## src/rtl/resp_frame_builder.sv

```systemverilog
// Response-frame generator: SOF, STATUS, CMD, [LEN], ADDR echo, DATA, CRC-8 into the UART TX FIFO.
// Optional LEN byte on successful reads is enabled by defining RESP_FRAME_LEN_FIELD_EN.
module resp_frame_builder #(
    parameter int unsigned MAX_DATA_BYTES = 64,
    parameter int unsigned ADDR_BYTES     = 4,
    parameter logic [7:0]  SOF_BYTE       = 8'h5A,
    parameter logic [7:0]  CRC_INIT       = 8'h00,
    parameter int unsigned GAP_CYCLES     = 1,
    parameter logic [7:0]  ERR_LEN_STATUS = 8'h04
) (
    input  logic                    clk,
    input  logic                    rst_n,
    input  logic                    req_valid,
    output logic                    req_ready,
    input  logic [7:0]              req_status,
    input  logic [7:0]              req_cmd,
    input  logic [8*ADDR_BYTES-1:0] req_addr,
    input  logic [7:0]              req_len,
    input  logic [7:0]              data_byte,
    input  logic                    data_valid,
    output logic                    data_ready,
    output logic [7:0]              tx_fifo_data,
    output logic                    tx_fifo_wr_en,
    input  logic                    tx_fifo_full,
    output logic                    builder_busy,
    output logic                    response_complete,
    output logic                    len_err,
    output logic [3:0]              fsm_state
);

    // All handshakes (req, data) transfer on a clock edge where valid && ready;
    // the source must hold its payload stable until that edge.

    localparam logic [3:0] S_IDLE   = 4'd0;
    localparam logic [3:0] S_SOF    = 4'd1;
    localparam logic [3:0] S_STATUS = 4'd2;
    localparam logic [3:0] S_CMD    = 4'd3;
`ifdef RESP_FRAME_LEN_FIELD_EN
    localparam logic [3:0] S_LEN    = 4'd4;
`endif
    localparam logic [3:0] S_ADDR   = 4'd5;
    localparam logic [3:0] S_DATA   = 4'd6;
    localparam logic [3:0] S_CRC    = 4'd7;
    localparam logic [3:0] S_GAP    = 4'd8;

    localparam int unsigned AIW = $clog2(ADDR_BYTES + 1);
    localparam int unsigned GW  = $clog2(GAP_CYCLES + 1);
    localparam logic [AIW-1:0] ADDR_LAST = AIW'(ADDR_BYTES - 1);
    localparam logic [GW-1:0]  GAP_LAST  = GW'(GAP_CYCLES - 1);
    localparam logic [7:0]     MAX_LEN   = 8'(MAX_DATA_BYTES);

    logic [3:0]              state;
    logic [7:0]              status_q;
    logic [7:0]              cmd_q;
    logic [8*ADDR_BYTES-1:0] addr_q;
    logic [7:0]              len_q;
    logic [7:0]              crc_q;
    logic [AIW-1:0]          addr_idx;
    logic [7:0]              data_idx;
    logic [GW-1:0]           gap_cnt;

    logic [7:0] out_byte;
    logic [7:0] addr_byte;
    logic       byte_state;
    logic       crc_en;
    logic       data_fire;
    logic       req_illegal;
    logic       read_ok;

    function automatic logic [7:0] crc8_next(input logic [7:0] crc, input logic [7:0] b);
        logic [7:0] c;
        c = crc ^ b;
        for (int k = 0; k < 8; k++) begin
            c = c[7] ? ({c[6:0], 1'b0} ^ 8'h07) : {c[6:0], 1'b0};
        end
        return c;
    endfunction

    assign req_illegal = req_cmd[7] && (req_len > MAX_LEN);
    assign read_ok     = cmd_q[7] && (status_q == 8'h00);

    always_comb begin
        addr_byte = 8'h00;
        for (int i = 0; i < int'(ADDR_BYTES); i++) begin
            if (addr_idx == i[AIW-1:0]) begin
                addr_byte = addr_q[8*i +: 8];
            end
        end
    end

    always_comb begin
        out_byte   = 8'h00;
        byte_state = 1'b0;
        case (state)
            S_SOF:    begin out_byte = SOF_BYTE;  byte_state = 1'b1; end
            S_STATUS: begin out_byte = status_q;  byte_state = 1'b1; end
            S_CMD:    begin out_byte = cmd_q;     byte_state = 1'b1; end
`ifdef RESP_FRAME_LEN_FIELD_EN
            S_LEN:    begin out_byte = len_q;     byte_state = 1'b1; end
`endif
            S_ADDR:   begin out_byte = addr_byte; byte_state = 1'b1; end
            S_DATA:   begin out_byte = data_byte; byte_state = 1'b1; end
            S_CRC:    begin out_byte = crc_q;     byte_state = 1'b1; end
            default:  begin out_byte = 8'h00;     byte_state = 1'b0; end
        endcase
    end

    // DATA bytes pass straight through, so a data handshake and a FIFO write are the same event.
    assign data_ready        = (state == S_DATA) && !tx_fifo_full;
    assign data_fire         = data_ready && data_valid;
    assign tx_fifo_wr_en     = byte_state && !tx_fifo_full && ((state != S_DATA) || data_valid);
    assign tx_fifo_data      = byte_state ? out_byte : 8'h00;
    assign crc_en            = tx_fifo_wr_en && (state != S_SOF) && (state != S_CRC);
    assign req_ready         = (state == S_IDLE);
    assign builder_busy      = (state != S_IDLE);
    assign response_complete = (state == S_GAP) && (gap_cnt == '0);
    assign fsm_state         = state;

    always_ff @(posedge clk) begin
        if (!rst_n) begin
            state    <= S_IDLE;
            status_q <= 8'h00;
            cmd_q    <= 8'h00;
            addr_q   <= '0;
            len_q    <= 8'h00;
            crc_q    <= CRC_INIT;
            addr_idx <= '0;
            data_idx <= 8'h00;
            gap_cnt  <= '0;
            len_err  <= 1'b0;
        end else begin
            len_err <= 1'b0;
            if (crc_en) begin
                crc_q <= crc8_next(crc_q, out_byte);
            end
            case (state)
                S_IDLE: begin
                    if (req_valid) begin
                        status_q <= req_illegal ? ERR_LEN_STATUS : req_status;
                        cmd_q    <= req_cmd;
                        addr_q   <= req_addr;
                        len_q    <= req_len;
                        crc_q    <= CRC_INIT;
                        addr_idx <= '0;
                        data_idx <= 8'h00;
                        gap_cnt  <= '0;
                        len_err  <= req_illegal;
                        state    <= S_SOF;
                    end
                end
                S_SOF: begin
                    if (tx_fifo_wr_en) state <= S_STATUS;
                end
                S_STATUS: begin
                    if (tx_fifo_wr_en) state <= S_CMD;
                end
                S_CMD: begin
                    if (tx_fifo_wr_en) begin
`ifdef RESP_FRAME_LEN_FIELD_EN
                        state <= read_ok ? S_LEN : S_CRC;
`else
                        state <= read_ok ? S_ADDR : S_CRC;
`endif
                    end
                end
`ifdef RESP_FRAME_LEN_FIELD_EN
                S_LEN: begin
                    if (tx_fifo_wr_en) state <= S_ADDR;
                end
`endif
                S_ADDR: begin
                    if (tx_fifo_wr_en) begin
                        if (addr_idx == ADDR_LAST) begin
                            state <= (len_q != 8'h00) ? S_DATA : S_CRC;
                        end else begin
                            addr_idx <= addr_idx + 1'b1;
                        end
                    end
                end
                S_DATA: begin
                    if (data_fire) begin
                        data_idx <= data_idx + 8'd1;
                        if (data_idx + 8'd1 == len_q) state <= S_CRC;
                    end
                end
                S_CRC: begin
                    if (tx_fifo_wr_en) state <= S_GAP;
                end
                S_GAP: begin
                    if (gap_cnt == GAP_LAST) begin
                        state <= S_IDLE;
                    end else begin
                        gap_cnt <= gap_cnt + 1'b1;
                    end
                end
                default: state <= S_IDLE;
            endcase
        end
    end

endmodule

```

## config.mk

```make
export PLATFORM = sky130hd
export DESIGN_NAME = resp_frame_builder
export DESIGN_NICKNAME = d
export VERILOG_FILES = /design/src/rtl/resp_frame_builder.sv
export SDC_FILE = /design/constraint.sdc
export NUM_CORES = 1
export LEC_CHECK = 0
export CAP_MARGIN = 20
export CORE_ASPECT_RATIO = 0.8
export CORE_MARGIN = 4
export CORE_UTILIZATION = 56
export DETAILED_ROUTE_END_ITERATION = 12
export GPL_ROUTABILITY_DRIVEN = 0
export PLACE_DENSITY_LB_ADDON = 0.05
export SLEW_MARGIN = 0
export SYNTH_ARGS = -nofsm -noshare
export SYNTH_HDL_FRONTEND = slang
export SYNTH_SLANG_ARGS = --single-unit
```

## constraint.sdc

```tcl
create_clock -name clk -period 4.9 [get_ports clk]
set_input_delay 0.735 -clock clk [delete_from_list [all_inputs] [get_ports clk]]
set_output_delay 0.735 -clock clk [all_outputs]
set_load 0.05 [all_outputs]
```

==> After elaboration in Yosys (flattened, before gate mapping) <==
Cells that the tools add are included.
{ "classes": {"addsub": 3, "n_reduce_logical": 26, "bitwise_logic": 10, "mux": 42, "n_eq_ne": 25, "magnitude_cmp": 1} }
{ "ops": {"columns": ["cell", "count"], "rows": [
  ["8-bit two-way mux", 11],
  ["8-bit one-hot mux with 6 select lines", 1],
  ["4-bit two-way mux", 10],
  ["3-bit two-way mux", 11],
  ["4-bit one-hot mux with 8 select lines", 1],
  ["3-bit inverter", 8],
  ["2-bit != test, second input constant", 10],
  ["8-bit one-hot mux with 2 select lines", 1],
  ["4-bit by 3-bit equality test with 1-bit output, second input constant", 3],
  ["10-bit AND reduction", 1],
  ["1-bit logical AND", 9],
  ["8-bit by 1-bit adder with 8-bit output, second input constant", 1],
  ["4-bit by 2-bit equality test with 1-bit output, second input constant", 2],
  ["8-bit equality test", 1],
  ["8-bit by 7-bit greater-than comparator with 1-bit output, second input constant", 1],
  ["8-bit zero test", 1],
  ["4-bit by 3-bit != test with 1-bit output, second input constant", 2],
  ["8-bit nonzero test", 1],
  ["8-bit bitwise XOR", 1],
  ["3-bit by 2-bit equality test with 1-bit output, second input constant", 2],
  ["3-bit one-hot mux with 2 select lines", 1],
  ["3-bit AND reduction", 2],
  ["2-bit nonzero test", 3],
  ["6-bit OR reduction", 1],
  ["18 further kinds", 22]
]} }
{ "word_totals": {"input_bits": 69, "regBits": 81} }

==> Logic depth before layout (Yosys ltp) <==
{ "depth": {"ltp_word": 26, "depth_mapped": 11} }

==> Worst setup path after synthesis <==
OpenSTA, ideal clock, no wires.
{ "synth_timing": {"path_type": "flip-flop to flip-flop", "startpoint": "register state[1] (netlist: fsm_state[1])", "endpoint": "register crc_q[0]", "slack_ps": 1113, "t_arrival_ps": 3717, "path_stages_with_launch": 8, "period_less_slack_ps": 3787, "t_required_ps": 4830, "path_buffers": 2, "path_cell_list": "dfxtp_1 clkbuf_1 clkbuf_1 a21oi_1 nor3_1 o21ai_0 or3_1 a21oi_1"} }
{ "synth_lines": {"columns": ["element", "line_no", "text"], "rows": [
  ["start, declared", "52", "logic [3:0] state;"],
  ["start signal, assigned", "162", "state <= read_ok ? S_ADDR : S_CRC;"],
  ["start signal, assigned", "174", "state <= (len_q != 8'h00) ? S_DATA : S_CRC;"],
  ["4-bit by 3-bit equality test with 1-bit output (tied with other cells)", "94", "case (state)"],
  ["6-bit OR reduction (no line)", null, null],
  ["1-bit two-way mux", "94", null],
  ["1-bit logical AND", "111", "assign tx_fifo_wr_en = byte_state && !tx_fifo_full && ((state != S_DATA) || data_valid);"],
  ["1-bit logical AND (*)", "111", null],
  ["net tx_fifo_wr_en", "23", "output logic tx_fifo_wr_en,"],
  ["1-bit logical AND (*) (2 in a row)", "113", "assign crc_en = tx_fifo_wr_en && (state != S_SOF) && (state != S_CRC);"],
  ["8-bit two-way mux (*)", "133", "if (crc_en) begin"],
  ["8-bit two-way mux", "138", "if (req_valid) begin"],
  ["8-bit two-way mux (*)", "136", "case (state)"],
  ["end signal, assigned", "134", "crc_q <= crc8_next(crc_q, out_byte);"],
  ["end, declared", "57", "logic [7:0] crc_q;"]
]} }
Mark *: on every way through the listed nets, which the timed path passes. The rest lies on a longest branch.
A chain may end at the register's enable or synchronous reset.

==> Worst setup path after layout <==
{ "layout_timing": {"startpoint": "register state[1] (netlist: fsm_state[1])", "endpoint": "output port tx_fifo_data[1]"} }
{ "layout_via": {"elab_chain_len": 4} }
{ "layout_rtl": {"columns": ["element", "line_no", "text"], "rows": [
  ["4-bit by 3-bit equality test with 1-bit output (tied with other cells)", "94", null],
  ["6-bit OR reduction (no line)", null, null],
  ["1-bit two-way mux", "94", null],
  ["8-bit two-way mux (*)", "112", "assign tx_fifo_data = byte_state ? out_byte : 8'h00;"],
  ["end, declared", "22", "output logic [7:0] tx_fifo_data,"]
]} }
Every way passes the cells marked *; elsewhere a longest branch is shown, timed or not.

==> results_dict.tcl <==
set metrics [dict create \
    startpoint_type "flop" \
    synthesis.nets 615 \
    setup_viol 0 \
    power_frac_seq_pct 36.9 \
    maxSlewHeadroom_pct 32.20 \
    drv_cap 0 \
    cts_hold_buf 0 \
    cp.arrival_ns 3.21 \
    ff2ff_path_depth 8 \
    num_rows 28 \
    dp_hpwl_um 8669 \
    htreeDepth 3 \
    setup.worst_path.class "flop to output pin" \
    hold_path.class "flop to flop" \
    drc_errors 0 \
    cts_setup_buffers 0 \
    coreArea_um2 7427 \
    postRouteWirelength_um 11730 \
    clkSinkCount 80 \
    netSwitchingPower_w 0.001003 \
    skew_ns 0.008713 \
    netlist_instances 540 \
    worstReg2RegEnd "fsm_state[0]$_SDFFE_PN0P_" \
    grt_overflow 0 \
    worst_pin_slew_ns 1.016 \
    antenna_cells 0 \
    p_per_area_nw_per_um2 444.8 \
    grt_pass1_vias 3918 \
    clockBufferDepth 2 \
    rsz0062_at_grt "false" \
    cts_buffers 9 \
    setup_slack_ns 0.9593 \
    synth_area_um2 4304 \
    comb_power_share_pct 45.1 \
    num_io_pins 87 \
    tritoncts "yes" \
    fin_tns_setup_ns 0 \
    die_area_um2 9161 \
    io_buffers 86 \
    routed.top_layer "met4" \
    clk_latency_ns 0.36 \
    yosysSeqAreaShare_pct 37.21 \
    ys_warn_count 0 \
    fmax_mhz 253.8 \
    first_pass_iters 5 \
    vias 4141 \
    vias_per_cell 5.751 \
    ys_ff_latch 80 \
    finalCritPeriodShare_pct 80.42 \
    hp-start "addr_q[8]$_SDFFE_PN0P_" \
    groute.usage.overall_pct 26.13 \
    dr_wl_met2_um 5443 \
    yosysMostFrequentCell "nand2_1" \
    synth_ff_type "dfxtp_1" \
    wire_per_inst_um 16.29 \
    netlist-cell-type-count 61 \
    vdd_drop_max_mv 0.2602 \
    r2r-start "fsm_state[2]$_SDFFE_PN0P_" \
    met3WireLength_um 1156 \
    yosys-top-cells-area "dfxtp_1 (37%), nand2_1 (11%), a21oi_1 (8.5%), xnor2_1 (2.8%), nand2b_1 (2.5%)" \
    required_ns 4.16 \
    utilization_pct 72.07 \
    hold_end "addr_q[8]$_SDFFE_PN0P_" \
    pre_cts_slack_ns 1.293 \
    slew_viol_final 0 \
    start_util_pct 57.95 \
    synth_edf_count 0 \
    cts.reportedPaths.clkPinSlew_ns 0.08 \
    fin_crit_ns 3.941 \
    end_kind "output pin" \
    hold_violations 0 \
    drtAntennaViolNets 0 \
    cts_root_buffer "clkbuf_8" \
    drtIter0Drc 274 \
    met1_length_um 4916 \
    nets 685 \
    yosys-top-cells-count "nand2_1 (130), dfxtp_1 (80), a21oi_1 (73)" \
    p_sw_share_pct 42.11 \
    p_clk_share_pct 18.0 \
    yosysTopAreaCell "dfxtp_1" \
    syn2layout_area_growth_pct 24.36 \
    postSynthAreaPerCell_um2 7.971 \
    yosysTopAreaCellShare_pct 37.21 \
    hold_depth 2 \
    power.leakage_nw 1.945 \
    synthArstFlopShare_pct 0 \
    outcome "complete, no violations" \
    post_cts_resized 0 \
    grt_pass1_wl_um 19000 \
    reg2reg_slack_ns 1.58 \
    p_int_w 0.001378 \
    path_max_fanout 22 \
    grt_antenna_before_repair 0 \
    die_y_um 86.42 \
    die_w_um 106.0 \
    grt_max_degree 57 \
    drive_above_1_share_pct 4.553 \
]
-- stage by stage --
step | cell area [um2] | std cells | hold WS [ns] | total power [W]
after global placement | 5187 | 704 | 0.4426 | 0.001926
after detailed placement | 5187 | 704 | 0.4477 | 0.001949
after floorplan | 4304 | 540 | 0.4312 | 0.001641
after CTS | 5353 | 720 | 0.4590 | 0.002376
final | 5353 | 720 | 0.4576 | 0.002381
after global routing | 5353 | 720 | 0.4799 | 0.002517
-- worst max path at each step --
stage	to	cells past startpoint	start	slack, ns
after floorplan	crc_q[0]$_SDFF_PN0_	7	fsm_state[1]$_SDFFE_PN0P_	1.11
after global placement	tx_fifo_wr_en	5	data_valid	1.31
after detailed placement	tx_fifo_wr_en	5	data_valid	1.29
after CTS	tx_fifo_data[7]	4	fsm_state[2]$_SDFFE_PN0P_	1.01
after global routing	tx_fifo_data[1]	6	fsm_state[2]$_SDFFE_PN0P_	0.78
final	tx_fifo_data[1]	6	fsm_state[1]$_SDFFE_PN0P_	0.96
-- cell type report --
class	count	area (um2)
well taps	105	131.4
multi-input cells	420	2534
repair buffers	89	883.3
inverters	10	37.54
flip-flops and latches	80	1602
clock buffers	11	131.4
clock inverters	5	33.78
fillers	634	2074
-- critical path, stage by stage, from the launching register on --
cell and delay (ns):
dfxtp_1 0.79, and3b_1 0.30, and2_1 0.20, a32o_1 0.26, nor3_1 0.50, inv_1 0.08
clkdlybuf4s50_1 0.72
-- sequential cells by signal, indices dropped and copies added (netlist names) --
register,count
addr_idx,3
addr_q,32
cmd_q,8
crc_q,8
data_idx,8
fsm_state,4
len_err,1
len_q,8
status_q,8
-- cell usage in the layout, fill, tap and decap left out, types with 7 or more instances in the layout --
cell type	netlist	layout
nand2b_1	17	17
nand3_1	14	14
xor2_1	12	12
a22o_1	8	8
dfxtp_1	80	80
clkbuf_8	0	9
nand2_1	130	130
a21oi_1	73	73
o21ai_0	19	19
inv_1	9	9
nor2_1	17	16
o21ai_1	7	7
xnor2_1	14	14
clkdlybuf4s50_1	0	86
-- cell families after synthesis --
family / share of synthesized area [%]
compound gates: 19.22
xor+xnor: 7.936
fa+ha+maj: 1.744
buf+inv: 4.099
flops: 37.21
mux: 4.012
simple gates: 25.79
-- metal layers --
metal  vias up  global-route usage [%]
li1       2014                       -
met3        21                   7.595
met5         -                       0
met2       177                   43.23
met1      1929                   33.63
met4         0                   7.412
-- power groups by stage --
stage / combinational (W) / sequential, W / clock [W]
2_1_floorplan: 0.000794 / 0.000847 / 0
3_3_place_gp: 0.00104 / 0.000883 / 0
3_5_place_dp: 0.00106 / 0.000888 / 0
4_1_cts: 0.00107 / 0.000873 / 0.000434
5_1_grt: 0.00116 / 0.000893 / 0.000462
6_report: 0.00107 / 0.000878 / 0.000430
No activity file was read; power rests on OpenSTA's default activity.
